==> src/rtl/id2ex_stage_pkg.sv <==
// ============================================================================
// Module      : id2ex_stage_pkg
// Description : Shared field widths, bit indices and opcodes for the ID/EX stage.
// Revision    : 1.0 - initial release
// ============================================================================
`default_nettype none

package id2ex_stage_pkg;

    localparam int EXALU_W = 14;
    localparam int EXMEM_W = 2;
    localparam int WB_W    = 5;

    localparam int EXMEM_MEMWRITE = 0;
    localparam int EXMEM_MEMREAD  = 1;
    localparam int WB_REGWRITE    = 0;
    localparam int WB_MEMTORES    = 1;

    localparam logic [0:5] OP_RTYPE = 6'b101010;
    localparam logic [0:5] OP_LD    = 6'b100000;
    localparam logic [0:5] OP_SW    = 6'b100001;
    localparam logic [0:5] OP_BEQ   = 6'b100010;
    localparam logic [0:5] OP_BNE   = 6'b100011;
    localparam logic [0:5] OP_NOP   = 6'b111100;

    typedef struct packed {
        logic [0:EXALU_W-1] exalu;
        logic [0:EXMEM_W-1] exmem;
        logic [0:WB_W-1]    wb;
    } ctrl_t;

    function automatic logic is_load(input logic [0:EXMEM_W-1] exmem);
        return exmem[EXMEM_MEMREAD];
    endfunction

endpackage

`default_nettype wire

==> src/rtl/id_hazard_detect.sv <==
// ============================================================================
// Module      : id_hazard_detect
// Description : Combinational load-use compare between the ID sources and EX rd.
// Revision    : 1.0 - initial release
// ============================================================================
`default_nettype none

module id_hazard_detect #(
    parameter int RADDR_W = 5
) (
    input  logic               id_valid,
    input  logic               id_uses_ra,
    input  logic               id_uses_rb,
    input  logic [0:RADDR_W-1] id_ra_addr,
    input  logic [0:RADDR_W-1] id_rb_addr,
    input  logic               ex_valid,
    input  logic               ex_is_load,
    input  logic [0:RADDR_W-1] ex_rd_addr,
    output logic               hz_stall
);

    logic ra_hit;
    logic rb_hit;

    // Register 0 is not hardwired, so an address-0 match is a real hazard.
    assign ra_hit   = id_uses_ra & (id_ra_addr == ex_rd_addr);
    assign rb_hit   = id_uses_rb & (id_rb_addr == ex_rd_addr);
    assign hz_stall = id_valid & ex_valid & ex_is_load & (ra_hit | rb_hit);

endmodule

`default_nettype wire

==> src/rtl/id2ex_stage.sv <==
// ============================================================================
// Module      : id2ex_stage
// Description : ID/EX pipeline register with load-use stall and bubble insert.
//               Optional stall-bubble counter enabled by ID2EX_BUBBLE_CNT_EN.
// Revision    : 1.0 - initial release
// ============================================================================
`default_nettype none

module id2ex_stage
    import id2ex_stage_pkg::*;
#(
    parameter int DATA_W  = 64,
    parameter int RADDR_W = 5,
    parameter int IMM_W   = 16
) (
    input  logic               clk,
    input  logic               rst_n,
    input  logic               id_valid,
    input  logic [0:EXALU_W-1] id_exalu_ctrl,
    input  logic [0:EXMEM_W-1] id_exmem_ctrl,
    input  logic [0:WB_W-1]    id_wb_ctrl,
    input  logic [0:IMM_W-1]   id_imme,
    input  logic [0:RADDR_W-1] id_rd_addr,
    input  logic [0:RADDR_W-1] id_ra_addr,
    input  logic [0:RADDR_W-1] id_rb_addr,
    input  logic               id_uses_ra,
    input  logic               id_uses_rb,
    input  logic [0:DATA_W-1]  id_ra_data,
    input  logic [0:DATA_W-1]  id_rb_data,
    input  logic               id2ex_flush,
    input  logic               pipe_hold,
    output logic               ex_valid,
    output logic [0:EXALU_W-1] ex_exalu_ctrl,
    output logic [0:EXMEM_W-1] ex_exmem_ctrl,
    output logic [0:WB_W-1]    ex_wb_ctrl,
    output logic [0:IMM_W-1]   ex_imme,
    output logic [0:RADDR_W-1] ex_rd_addr,
    output logic [0:RADDR_W-1] ex_ra_addr,
    output logic [0:RADDR_W-1] ex_rb_addr,
    output logic [0:DATA_W-1]  ex_ra_data,
    output logic [0:DATA_W-1]  ex_rb_data,
    output logic               hz_stall
`ifdef ID2EX_BUBBLE_CNT_EN
    ,
    output logic [0:31]        bubble_cnt
`endif
);

    logic               valid_d,   valid_q;
    ctrl_t              ctrl_d,    ctrl_q;
    logic [0:IMM_W-1]   imme_d,    imme_q;
    logic [0:RADDR_W-1] rd_addr_d, rd_addr_q;
    logic [0:RADDR_W-1] ra_addr_d, ra_addr_q;
    logic [0:RADDR_W-1] rb_addr_d, rb_addr_q;
    logic [0:DATA_W-1]  ra_data_d, ra_data_q;
    logic [0:DATA_W-1]  rb_data_d, rb_data_q;

    ctrl_t ctrl_in;
    logic  load_bubble;

    assign ctrl_in = {id_exalu_ctrl, id_exmem_ctrl, id_wb_ctrl};

    id_hazard_detect #(
        .RADDR_W (RADDR_W)
    ) u_hazard (
        .id_valid   (id_valid),
        .id_uses_ra (id_uses_ra),
        .id_uses_rb (id_uses_rb),
        .id_ra_addr (id_ra_addr),
        .id_rb_addr (id_rb_addr),
        .ex_valid   (valid_q),
        .ex_is_load (is_load(ctrl_q.exmem)),
        .ex_rd_addr (rd_addr_q),
        .hz_stall   (hz_stall)
    );

    // Flush beats hold; a load-use stall only bubbles once the hold is released.
    assign load_bubble = id2ex_flush | (~pipe_hold & hz_stall);

    always_comb begin
        valid_d   = valid_q;
        ctrl_d    = ctrl_q;
        imme_d    = imme_q;
        rd_addr_d = rd_addr_q;
        ra_addr_d = ra_addr_q;
        rb_addr_d = rb_addr_q;
        ra_data_d = ra_data_q;
        rb_data_d = rb_data_q;
        if (load_bubble) begin
            valid_d   = 1'b0;
            ctrl_d    = '0;
            imme_d    = '0;
            rd_addr_d = '0;
            ra_addr_d = '0;
            rb_addr_d = '0;
            ra_data_d = '0;
            rb_data_d = '0;
        end else if (!pipe_hold) begin
            valid_d   = id_valid;
            ctrl_d    = ctrl_in;
            imme_d    = id_imme;
            rd_addr_d = id_rd_addr;
            ra_addr_d = id_ra_addr;
            rb_addr_d = id_rb_addr;
            ra_data_d = id_ra_data;
            rb_data_d = id_rb_data;
        end
    end

    always_ff @(posedge clk) begin
        if (!rst_n) begin
            valid_q   <= 1'b0;
            ctrl_q    <= '0;
            imme_q    <= '0;
            rd_addr_q <= '0;
            ra_addr_q <= '0;
            rb_addr_q <= '0;
            ra_data_q <= '0;
            rb_data_q <= '0;
        end else begin
            valid_q   <= valid_d;
            ctrl_q    <= ctrl_d;
            imme_q    <= imme_d;
            rd_addr_q <= rd_addr_d;
            ra_addr_q <= ra_addr_d;
            rb_addr_q <= rb_addr_d;
            ra_data_q <= ra_data_d;
            rb_data_q <= rb_data_d;
        end
    end

    assign ex_valid      = valid_q;
    assign ex_exalu_ctrl = ctrl_q.exalu;
    assign ex_exmem_ctrl = ctrl_q.exmem;
    assign ex_wb_ctrl    = ctrl_q.wb;
    assign ex_imme       = imme_q;
    assign ex_rd_addr    = rd_addr_q;
    assign ex_ra_addr    = ra_addr_q;
    assign ex_rb_addr    = rb_addr_q;
    assign ex_ra_data    = ra_data_q;
    assign ex_rb_data    = rb_data_q;

`ifdef ID2EX_BUBBLE_CNT_EN
    logic [0:31] bubble_cnt_d, bubble_cnt_q;
    logic        stall_bubble;

    // Only bubbles caused by the load-use stall are counted, never flushes.
    assign stall_bubble = ~id2ex_flush & ~pipe_hold & hz_stall;

    always_comb begin
        bubble_cnt_d = bubble_cnt_q;
        if (stall_bubble && (bubble_cnt_q != 32'hFFFF_FFFF)) begin
            bubble_cnt_d = bubble_cnt_q + 32'd1;
        end
    end

    always_ff @(posedge clk) begin
        if (!rst_n) begin
            bubble_cnt_q <= '0;
        end else begin
            bubble_cnt_q <= bubble_cnt_d;
        end
    end

    assign bubble_cnt = bubble_cnt_q;
`endif

endmodule

`default_nettype wire
==> config.mk <==
export PLATFORM = sky130hd
export DESIGN_NAME = id2ex_stage
export DESIGN_NICKNAME = d
export VERILOG_FILES = /design/src/rtl/id2ex_stage_pkg.sv /design/src/rtl/id_hazard_detect.sv /design/src/rtl/id2ex_stage.sv
export SDC_FILE = /design/constraint.sdc
export NUM_CORES = 1
export LEC_CHECK = 0
export ABC_CLOCK_PERIOD_IN_PS = 4900
export BUFFER_PORTS_ARGS = -buffer_cell sky130_fd_sc_hd__clkbuf_2
export CAP_MARGIN = 20
export CELL_PAD_IN_SITES_DETAIL_PLACEMENT = 1
export CELL_PAD_IN_SITES_GLOBAL_PLACEMENT = 1
export CORE_UTILIZATION = 35
export DETAILED_ROUTE_END_ITERATION = 16
export PLACE_DENSITY_LB_ADDON = 0.05
export SLEW_MARGIN = 20
export SYNTH_ARGS = -nofsm -noshare
export SYNTH_HDL_FRONTEND = slang
export SYNTH_HIERARCHICAL = 1
export SYNTH_SLANG_ARGS = --single-unit
==> constraint.sdc <==
create_clock -name clk -period 4.9 [get_ports clk]
set_clock_uncertainty 0.05 [all_clocks]
set_input_delay 0.735 -clock clk [delete_from_list [all_inputs] [get_ports clk]]
set_output_delay 0.735 -clock clk [all_outputs]
set_load 0.05 [all_outputs]
==> results of run 1 <==
## worst paths after layout
| check | from | to | cells past startpoint | slack [ns] |
|---|---|---|---|---|
| setup / recovery | ex_rd_addr[3]$_SDFFE_PP0N_ | hz_stall | 5 | 2.02 |
| hold / removal | ex_exalu_ctrl[5]$_SDFFE_PP0N_ | ex_exalu_ctrl[5]$_SDFFE_PP0N_ | 2 | 0.41 |
| setup reg to reg | ex_rd_addr[3]$_SDFFE_PP0N_ | ex_wb_ctrl[2]$_SDFFE_PP0N_ | 7 | 2.38 |
| hold reg to reg | ex_exalu_ctrl[5]$_SDFFE_PP0N_ | ex_exalu_ctrl[5]$_SDFFE_PP0N_ | 2 | 0.41 |
## logic make-up (layout without fill, tap and decap cells)
logic type,after synthesis,count (layout),synth area share
AO/OA/AOI/OAI,182,182,0.129
XOR/XNOR,10,10,0.0119
buffers and inverters,80,405,0.0560
flip-flops,181,181,0.492
other,0,2,0
AND/OR/NAND/NOR,367,367,0.311
## cell usage in the layout (no fill, tap or decap), drive strengths merged
master,netlist,routed
clkinv,0,2
clkbuf,54,388
nand2,181,181
o41ai,1,1
xnor2,6,6
a21oi,181,181
or3b,181,181
nand2b,1,1
buf,26,5
clkinvlp,0,3
nand3,1,1
inv,0,5
bufinv,0,2
nand4,2,2
xor2,4,4
diode,0,2
dfxtp,181,181
or4,1,1
## area by class of cell
type / instances / area (um^2) / area share
sequential: 181 / 3620 / 0.368
tap: 270 / 338 / 0.0343
clock buffer: 20 / 447 / 0.0453
timing repair buffer: 373 / 1950 / 0.197
antenna: 2 / 5.00 / 0.000508
clock inverter: 12 / 143 / 0.0145
multi-input combinational: 559 / 3350 / 0.340
## state kept, by name, indices dropped and copies added, names as in the netlist
name and count:
ex_valid 1, ex_rb_addr 5, ex_exmem_ctrl 2, ex_wb_ctrl 5, ex_ra_addr 5, ex_ra_data 64, ex_imme 16, ex_rd_addr 5
ex_rb_data 64, ex_exalu_ctrl 14
## layer usage
metal | wire [um] | vias to the layer above
met5 | 0 | -
met4 | 384 | 0
met3 | 1880 | 21
met2 | 11800 | 223
met1 | 9420 | 3123
li1 | - | 3450
## synth_stat cells (all sizes together)
library cell    n
nand2         181
xor2            4
nand4           2
xnor2           6
o41ai           1
buf            26
nand3           1
a21oi         181
nand2b          1
or3b          181
dfxtp         181
clkbuf         54
or4             1
## power groups by stage
stage | Sequential, mW | Clock (mW) | Combinational, mW
after floorplan | 1.74 | 0 | 0.159
after global placement | 1.57 | 0 | 0.467
after detailed placement | 1.58 | 0 | 0.470
after CTS | 1.54 | 1.43 | 0.473
after global routing | 1.55 | 1.49 | 0.505
final | 1.54 | 1.39 | 0.469
## worst max-delay path, cell delays in order (launching register included)
cell	delay, ns
dfxtp_1	0.47
xnor2_1	0.16
nand4_1	0.14
or4_1	0.44
o41ai_2	0.10
clkbuf_2	0.37
==> qor.log, run 1 <==
INFO  run_status     status=complete, no violations
INFO  pwr            power_per_cell_area=345mW/mm^2
INFO  clocking       cts_hold_buffers=0
INFO  logic_synthesis gate_count_post_synth=820
INFO  clocking       clock_tree.htree_level_count=4
INFO  timing         worst_slew_margin_rel=0.300
INFO  flow_run       drv_cap=0
INFO  grt            grt_usage=0.214
INFO  timing         final-setup-viol-count=0
INFO  pwr            comb_power_share=0.138
INFO  clocking       ctsLongestPathBuffers=2
INFO  pwr            leakagePower=4.39nW
INFO  finish         fin_cells=1417
INFO  setup_path     cp.arrival=2.09ns
INFO  die            initial_utilization=0.361
INFO  grt            wire_length_of_the_first_global_routing_pass=36400um
INFO  timing         period_minus_slack=2.88ns
INFO  pwr            max-vdd-ir-drop=0.224mV
INFO  pwr            netSwitchingPower=0.946mW
INFO  placement      place.detailed.hpwl=15700um
INFO  finish         fin_util=0.482
INFO  pwr            internal_power=2.46mW
INFO  die            fp.dieW=147um
INFO  clocking       cts_tree=built
INFO  logic_synthesis syn_area_per_cell=8.99um^2
INFO  placement      place_ws=2.07ns
INFO  detailed_routing wl_per_cell=16.6um
INFO  timing         whs=0.406ns
INFO  detailed_routing routed_via_density=4.81
INFO  grt            grt_antenna_before_repair=2
INFO  setup_path     startpoint_type=flip-flop
INFO  clocking       cts-buffers-inserted=17
INFO  pwr            seq_power_share=0.453
INFO  detailed_routing antenna_violating_nets_post_route=0
INFO  grt            grt.met3_usage=0.0711
INFO  finish         drive_above_1_share=0.362
INFO  pwr            switching_share=0.278
INFO  die            die_height=147um
INFO  logic_synthesis synth_top_area_cell=dfxtp_1
INFO  finish         final_design_area_no_fill=0.00985mm^2
INFO  clocking       clock-sinks=181
INFO  die            ioPinCount=369
INFO  logic_synthesis postSynthNetCount=1007
INFO  logic_synthesis synth_area=0.00737mm^2
INFO  setup_path     worst_ep_required_time=4.12ns
INFO  timing         maxSlewViolCount=0
INFO  timing         final_hold_viol_count=0
INFO  clocking       post_cts_resize_count=0
INFO  finish         final.fill_count=2541
INFO  setup_path     endpoint_kind=primary output
INFO  setup_path     crit_type=reg2out
INFO  timing         worst_slack=2.02ns
INFO  setup_path     critical_path_peak_fanout=4
INFO  detailed_routing detailedRoute.firstPassIterationCount=4
INFO  detailed_routing route.vias.total=6817
INFO  logic_synthesis synth.top_cells.by_area=dfxtp_1 (49%), or3b_1 (22%), a21oi_1 (12%), nand2_1 (9.2%), clkbuf_1 (2.7%)
INFO  clocking       clock_insertion_delay_worst_skew=0.42ns
INFO  placement      place_inst=1382
INFO  finish         area_growth=33.6%
INFO  logic_synthesis seq_area_frac_synth=0.492
INFO  die            floorplan.die_area=0.0216mm^2
INFO  clocking       post_cts.repair.setup_buffers=0
INFO  detailed_routing drc=0
INFO  grt            groute.layer.met1.usage=0.242
INFO  die            core=0.0204mm^2
INFO  pwr            power.share.clock=0.409
INFO  logic_synthesis synth.ff_latch_count=181
INFO  timing         fmax=348MHz
INFO  hold_path      hp-class=reg2reg
INFO  logic_synthesis yosysWarningCount=6
INFO  grt            globalRouteOverflowTotal=0
INFO  timing         finalSetupTns=0ns
INFO  grt            grt_util_met2=0.374
INFO  placement      gp_routability_congestion=0.738
INFO  placement      postPlaceCellArea=0.00923mm^2
INFO  clocking       clock_tree_root_driver_cell=clkbuf_16
INFO  timing         setup_repair_after_global_routing_missed_its_margin=false
INFO  pwr            finalPower=3.40mW
INFO  logic_synthesis synth_cell_type_count=17
INFO  grt            grt_busiest_layer=met2
INFO  grt            first_global_vias=6705
INFO  detailed_routing drt-initial-drc-count=258
INFO  grt            maximum_number_of_pins_on_one_net_before_global_route_repair=194
INFO  finish         layout.nets=1319
INFO  logic_synthesis synthDominantCellAreaShare=0.492
INFO  die            standard_cell_row_count=52
INFO  timing         worstMarginPinSlew=1.05ns
INFO  detailed_routing postRouteWirelength=23500um
INFO  timing         fin_crit_sh=0.587
INFO  clocking       worst_setup_hold_path_clk_slew=0.07ns
INFO  placement      portBuffers=368
Power figures use the tool's default switching activity.
==> run 2, diff against run 1 <==
Settings changed: ABC_CLOCK_PERIOD_IN_PS 4900 to 3000, CORE_UTILIZATION 35 to 33.
Clock period 4.9 ns to 3 ns, I/O delays scaled along.
==> run 2 against run 1 <==
Compared with the run above:
- core utilization shrank 2.3 points
- critical path depth shrank 1
- count of clock-buffer cells in the layout shrank 2
- clock power grew 74%
- via count grew 0.51%
- combinational power grew 67%
- largest power group unchanged
- global-route usage shrank 1.5 points
==> qor.log, run 2 (synthesis results as in run 1) <==
INFO  finish         multiInputGateArea=0.00336mm^2
INFO  timing         final-setup-viol-count=0
INFO  setup_path     worstPathCellList=nand3_1, or4_1, o41ai_4, clkbuf_2
INFO  setup_path     startpoint_type=flip-flop
INFO  finish         layout_common_cells=clkbuf_2 (367), nand2_1 (181), or3b_1 (181), dfxtp_1 (181), a21oi_1 (171)
INFO  detailed_routing detailedRoute.firstPassIterationCount=4
INFO  setup_path     crit_type=reg2out
INFO  setup_path     endpoint_kind=primary output
INFO  clocking       post_cts_resize_count=0
INFO  timing         fin_crit_sh=0.859
INFO  detailed_routing routed_via_density=4.76
INFO  placement      place.detailed.hpwl=16800um
INFO  clocking       clock_insertion_delay_worst_skew=0.43ns
INFO  die            standard_cell_row_count=54
INFO  placement      portBuffers=368
INFO  die            ioPinCount=369
INFO  finish         final_design_area_no_fill=0.0101mm^2
INFO  clocking       clock-sinks=181
INFO  detailed_routing postRouteWirelength=23700um
INFO  die            fp.dieW=151um
INFO  placement      gp_routability_congestion=0.754
INFO  clocking       worst_setup_hold_path_clk_slew=0.07ns
INFO  pwr            leakagePower=4.52nW
INFO  clocking       cts-buffers-inserted=17
INFO  grt            grt_usage=0.199
INFO  die            floorplan.die_area=0.0229mm^2
INFO  timing         final_hold_viol_count=0
INFO  clocking       clock_tree.htree_level_count=4
INFO  grt            maximum_number_of_pins_on_one_net_before_global_route_repair=120
INFO  detailed_routing route.vias.total=6852
INFO  timing         setup_repair_after_global_routing_missed_its_margin=false
INFO  pwr            max-vdd-ir-drop=0.295mV
INFO  timing         worst_slew_margin_rel=0.518
INFO  timing         fmax=388MHz
INFO  finish         register_area=0.00362mm^2
INFO  run_status     status=complete, no violations
INFO  setup_path     timing.critical_path.slowest_stage_cell=or4_1
INFO  hold_path      timing.hold.worst.start=id_rb_data[56]
INFO  timing         period_minus_slack=2.58ns
INFO  setup_path     worst_r2r_startpoint=ex_exmem_ctrl[1]$_SDFFE_PP0N_
INFO  die            core=0.0219mm^2
INFO  timing         maxSlewViolCount=0
INFO  setup_path     critical-path-max-stage-delay=0.63ns
INFO  grt            first_global_vias=6493
INFO  finish         area_growth=36.4%
INFO  detailed_routing wl_per_cell=16.5um
INFO  clocking       clock_tree_root_driver_cell=clkbuf_16
INFO  grt            grt_antenna_before_repair=1
INFO  finish         final.fill_count=2688
INFO  detailed_routing antenna_violating_nets_post_route=0
INFO  setup_path     cp.arrival=2.08ns
INFO  finish         drive_above_1_share=0.371
INFO  grt            globalRouteOverflowTotal=0
INFO  placement      postPlaceCellArea=0.00939mm^2
INFO  clocking       ctsLongestPathBuffers=2
INFO  flow_run       drv_cap=0
INFO  timing         worstMarginPinSlew=0.723ns
INFO  pwr            power_per_cell_area=569mW/mm^2
INFO  hold_path      hp-class=in2reg
INFO  setup_path     critical_path_peak_fanout=7
INFO  die            die_height=151um
INFO  grt            wire_length_of_the_first_global_routing_pass=35200um
INFO  setup_path     cp-startpoint=ex_exmem_ctrl[1]$_SDFFE_PP0N_
INFO  detailed_routing drc=0
INFO  finish         layout.nets=1333
INFO  timing         finalSetupTns=0ns
INFO  detailed_routing drt-initial-drc-count=208
INFO  finish         final_common_cell=clkbuf_2
INFO  setup_path     worst_ep_required_time=2.50ns
INFO  clocking       cts_tree=built
INFO  die            initial_utilization=0.337
==> run 2: cell count changes in the layout (fill, tap and decap cells not counted), sizes merged <==
cell,previous run,this run
buf,5,19
bufinv,2,4
clkbuf,388,386
diode,2,1
inv,5,4
==> run 2: layout make-up <==
cell class / instances / share of cell area
Sequential cell: 181 / 0.360
Tap cell: 280 / 0.0349
Timing Repair Buffer: 387 / 0.207
Antenna cell: 1 / 0.000249
Clock inverter: 13 / 0.0193
Multi-Input combinational cell: 559 / 0.334
Clock buffer: 18 / 0.0437
==> run 2: what timing repair did <==
action                                  CTS  global route
buffers inserted                          0             3
endpoints found under the setup margin    0             1
hold buffers                              0             0
==> run 2: power breakdown <==
| part | internal [mW] | total [mW] | switching (mW) | leakage (nW) |
|---|---|---|---|---|
| Combinational | 0.277 | 0.782 | 0.505 | 2.74 |
| Clock | 1.43 | 2.42 | 0.993 | 0.301 |
| Sequential | 2.48 | 2.52 | 0.0399 | 1.47 |
==> run 2: worst max-delay path: cells and delay by family (launching register included) <==
kind	cells	cell delay, ns
buffers and inverters	1	0.36
and+or+nand+nor	2	0.82
AOI/OAI and AO/OA	1	0.12
DFF	1	0.36
==> run 2: per-stage QoR <==
step                      worst slack, ns  utilization  instances  power (mW)  hold slack [ns]
final                               0.422        0.459       1439        5.72            0.287
after global routing                0.305        0.459       1439        5.97            0.268
after CTS                          0.0264        0.458       1435        5.82            0.260
after detailed placement            0.323        0.429       1404        3.36            0.401
after global placement              0.348        0.429       1404        3.36            0.392
after floorplan                     0.199            -        820        3.10            0.617
==> run 2: path summary, 6_finish.rpt <==
path | end | slack [ns] | cells after the start
hold reg to reg | ex_ra_data[29]$_SDFFE_PP0N_ | 0.41 | 2
setup reg to reg | ex_rb_data[35]$_SDFFE_PP0N_ | 0.60 | 7
setup / recovery | hz_stall | 0.42 | 4
hold / removal | ex_rb_data[56]$_SDFFE_PP0N_ | 0.29 | 3
==> run 2: per-layer routing <==
layer,part of all wire,track usage,vias up
met5,0,0,-
met4,0.024,0.0780,0
met3,0.11,0.0859,29
met2,0.46,0.322,238
met1,0.41,0.232,3105
li1,-,-,3480
==> run 3, diff against run 2 <==
Settings changed: PLACE_DENSITY_LB_ADDON 0.05 to 0.1, REMOVE_ABC_BUFFERS set to 1.
==> run 3 against run 2 <==
Compared with the run above:
- critical path depth rose by 1
- register-to-register slack improved by 0.19 ns
- core utilization fell by 0.12 points
- wire length rose by 1.2%
- critical endpoint unchanged
- critical path type unchanged
- worst hold slack got worse by 0.0047 ns
- combinational power fell by 0.5%
- non-clock buffer count rose by 1
- global-route usage rose by 0.32 points
- largest power group unchanged
- die area did not move
==> qor.log, run 3 (synthesis results as in run 1) <==
INFO  timing         worstMarginPinSlew=0.655ns
INFO  clocking       cts-buffers-inserted=17
INFO  clocking       ctsLongestPathBuffers=2
INFO  grt            grt_busiest_layer=met2
INFO  timing         period_minus_slack=2.63ns
INFO  timing         setup_repair_after_global_routing_missed_its_margin=false
INFO  grt            first_global_vias=6495
INFO  pwr            internal_power=4.10mW
INFO  finish         drive_above_1_share=0.371
INFO  placement      gp_routability_congestion=0.744
INFO  die            initial_utilization=0.337
INFO  setup_path     critical_path_peak_fanout=4
INFO  detailed_routing antenna_violating_nets_post_route=0
INFO  pwr            max-vdd-ir-drop=0.335mV
INFO  grt            grt.met3_usage=0.0680
INFO  setup_path     worst_ep_required_time=2.50ns
INFO  finish         fin_util=0.458
INFO  die            core=0.0219mm^2
INFO  grt            maximum_number_of_pins_on_one_net_before_global_route_repair=109
INFO  detailed_routing route.vias.total=6854
INFO  timing         fmax=380MHz
INFO  run_status     status=complete, no violations
INFO  grt            globalRouteOverflowTotal=0
INFO  timing         final_hold_viol_count=0
INFO  grt            wire_length_of_the_first_global_routing_pass=35500um
INFO  timing         final-setup-viol-count=0
INFO  clocking       cts_hold_buffers=0
INFO  clocking       post_cts_resize_count=0
INFO  pwr            power_per_cell_area=566mW/mm^2
INFO  setup_path     crit_type=reg2out
INFO  clocking       clock_insertion_delay_worst_skew=0.43ns
INFO  clocking       post_cts.repair.setup_buffers=0
INFO  pwr            switching_share=0.277
INFO  finish         final_common_cell=clkbuf_2
INFO  timing         finalSetupTns=0ns
INFO  pwr            comb_power_share=0.137
INFO  detailed_routing wl_per_cell=16.7um
INFO  clocking       clock_tree_root_driver_cell=clkbuf_16
INFO  setup_path     startpoint_type=flip-flop
INFO  finish         layout_common_cells=clkbuf_2 (367), nand2_1 (181), or3b_1 (181), dfxtp_1 (181), a21oi_1 (171)
INFO  pwr            seq_power_share=0.444
INFO  die            floorplan.die_area=0.0229mm^2
INFO  grt            grt_util_met2=0.338
INFO  detailed_routing routed_via_density=4.76
INFO  die            standard_cell_row_count=54
INFO  placement      place.detailed.hpwl=17100um
INFO  finish         layout.nets=1334
INFO  flow_run       drv_cap=0
INFO  clocking       cts_tree=built
INFO  grt            groute.layer.met1.usage=0.242
INFO  clocking       worst_setup_hold_path_clk_slew=0.08ns
INFO  die            ioPinCount=369
INFO  pwr            leakagePower=4.49nW
INFO  detailed_routing drt-initial-drc-count=239
INFO  setup_path     cp.arrival=2.13ns
INFO  finish         antenna_cells_inserted=0
INFO  detailed_routing detailedRoute.firstPassIterationCount=4
INFO  clocking       clock_tree.htree_level_count=4
INFO  finish         area_growth=36.0%
INFO  detailed_routing drc=0
INFO  clocking       clock-sinks=181
INFO  die            die_height=151um
INFO  grt            grt_antenna_before_repair=0
INFO  setup_path     endpoint_kind=primary output
INFO  die            fp.dieW=151um
INFO  timing         worst_slew_margin_rel=0.558
INFO  timing         maxSlewViolCount=0
INFO  timing         fin_crit_sh=0.877
INFO  pwr            power.share.clock=0.418
INFO  detailed_routing postRouteWirelength=24000um
INFO  grt            grt_usage=0.203
INFO  hold_path      hp-class=in2reg
INFO  placement      portBuffers=368
INFO  pwr            netSwitchingPower=1.57mW
==> run 3: through the flow <==
step	hold slack [ns]	cells	instance area (um^2)	setup slack, ns	power, mW
after global routing	0.270	1440	10000	0.249	5.91
after floorplan	0.536	740	6960	-10.35	3.05
after global placement	0.396	1408	9410	0.729	3.35
after detailed placement	0.403	1408	9410	0.671	3.36
final	0.282	1440	10000	0.368	5.67
after CTS	0.258	1440	10000	0.340	5.74
==> run 3: layer usage <==
metal / vias up / part of all wire / wire length, um
met5: - / 0 / 0
met4: 0 / 0.017 / 408
met3: 26 / 0.093 / 2230
met2: 227 / 0.48 / 11400
met1: 3134 / 0.41 / 9920
li1: 3467 / - / -
==> run 3: path summary, 6_finish.rpt <==
kind | from | endpoint | slack, ns | cells after the start
setup / recovery | ex_rd_addr[3]$_SDFFE_PP0N_ | hz_stall | 0.37 | 5
hold / removal | id_wb_ctrl[3] | ex_wb_ctrl[3]$_SDFFE_PP0N_ | 0.28 | 3
setup reg to reg | ex_rd_addr[3]$_SDFFE_PP0N_ | ex_ra_data[43]$_SDFFE_PP0N_ | 0.79 | 8
hold reg to reg | ex_rb_data[32]$_SDFFE_PP0N_ | ex_rb_data[32]$_SDFFE_PP0N_ | 0.41 | 2
==> run 3: area by class of cell <==
class / count / area, um^2
Multi-Input combinational cell: 559 / 3350
Tap cell: 280 / 350
Fill cell: 2699 / 11900
Timing Repair Buffer: 388 / 2090
Clock buffer: 20 / 447
Sequential cell: 181 / 3620
Clock inverter: 12 / 166
==> run 3: power groups by stage <==
stage	Clock [mW]	Sequential, mW	Combinational (mW)
global placement	0	2.57	0.778
CTS	2.43	2.52	0.789
detailed placement	0	2.58	0.783
floorplan	0	2.84	0.209
global route	2.54	2.53	0.839
finish	2.37	2.52	0.778
==> run 3: worst max-delay path, stage by stage, from the launching register on <==
cell      delay, ns
dfxtp_1        0.44
xnor2_1        0.16
nand4_1        0.12
or4_1          0.42
o41ai_2        0.14
clkbuf_2       0.42
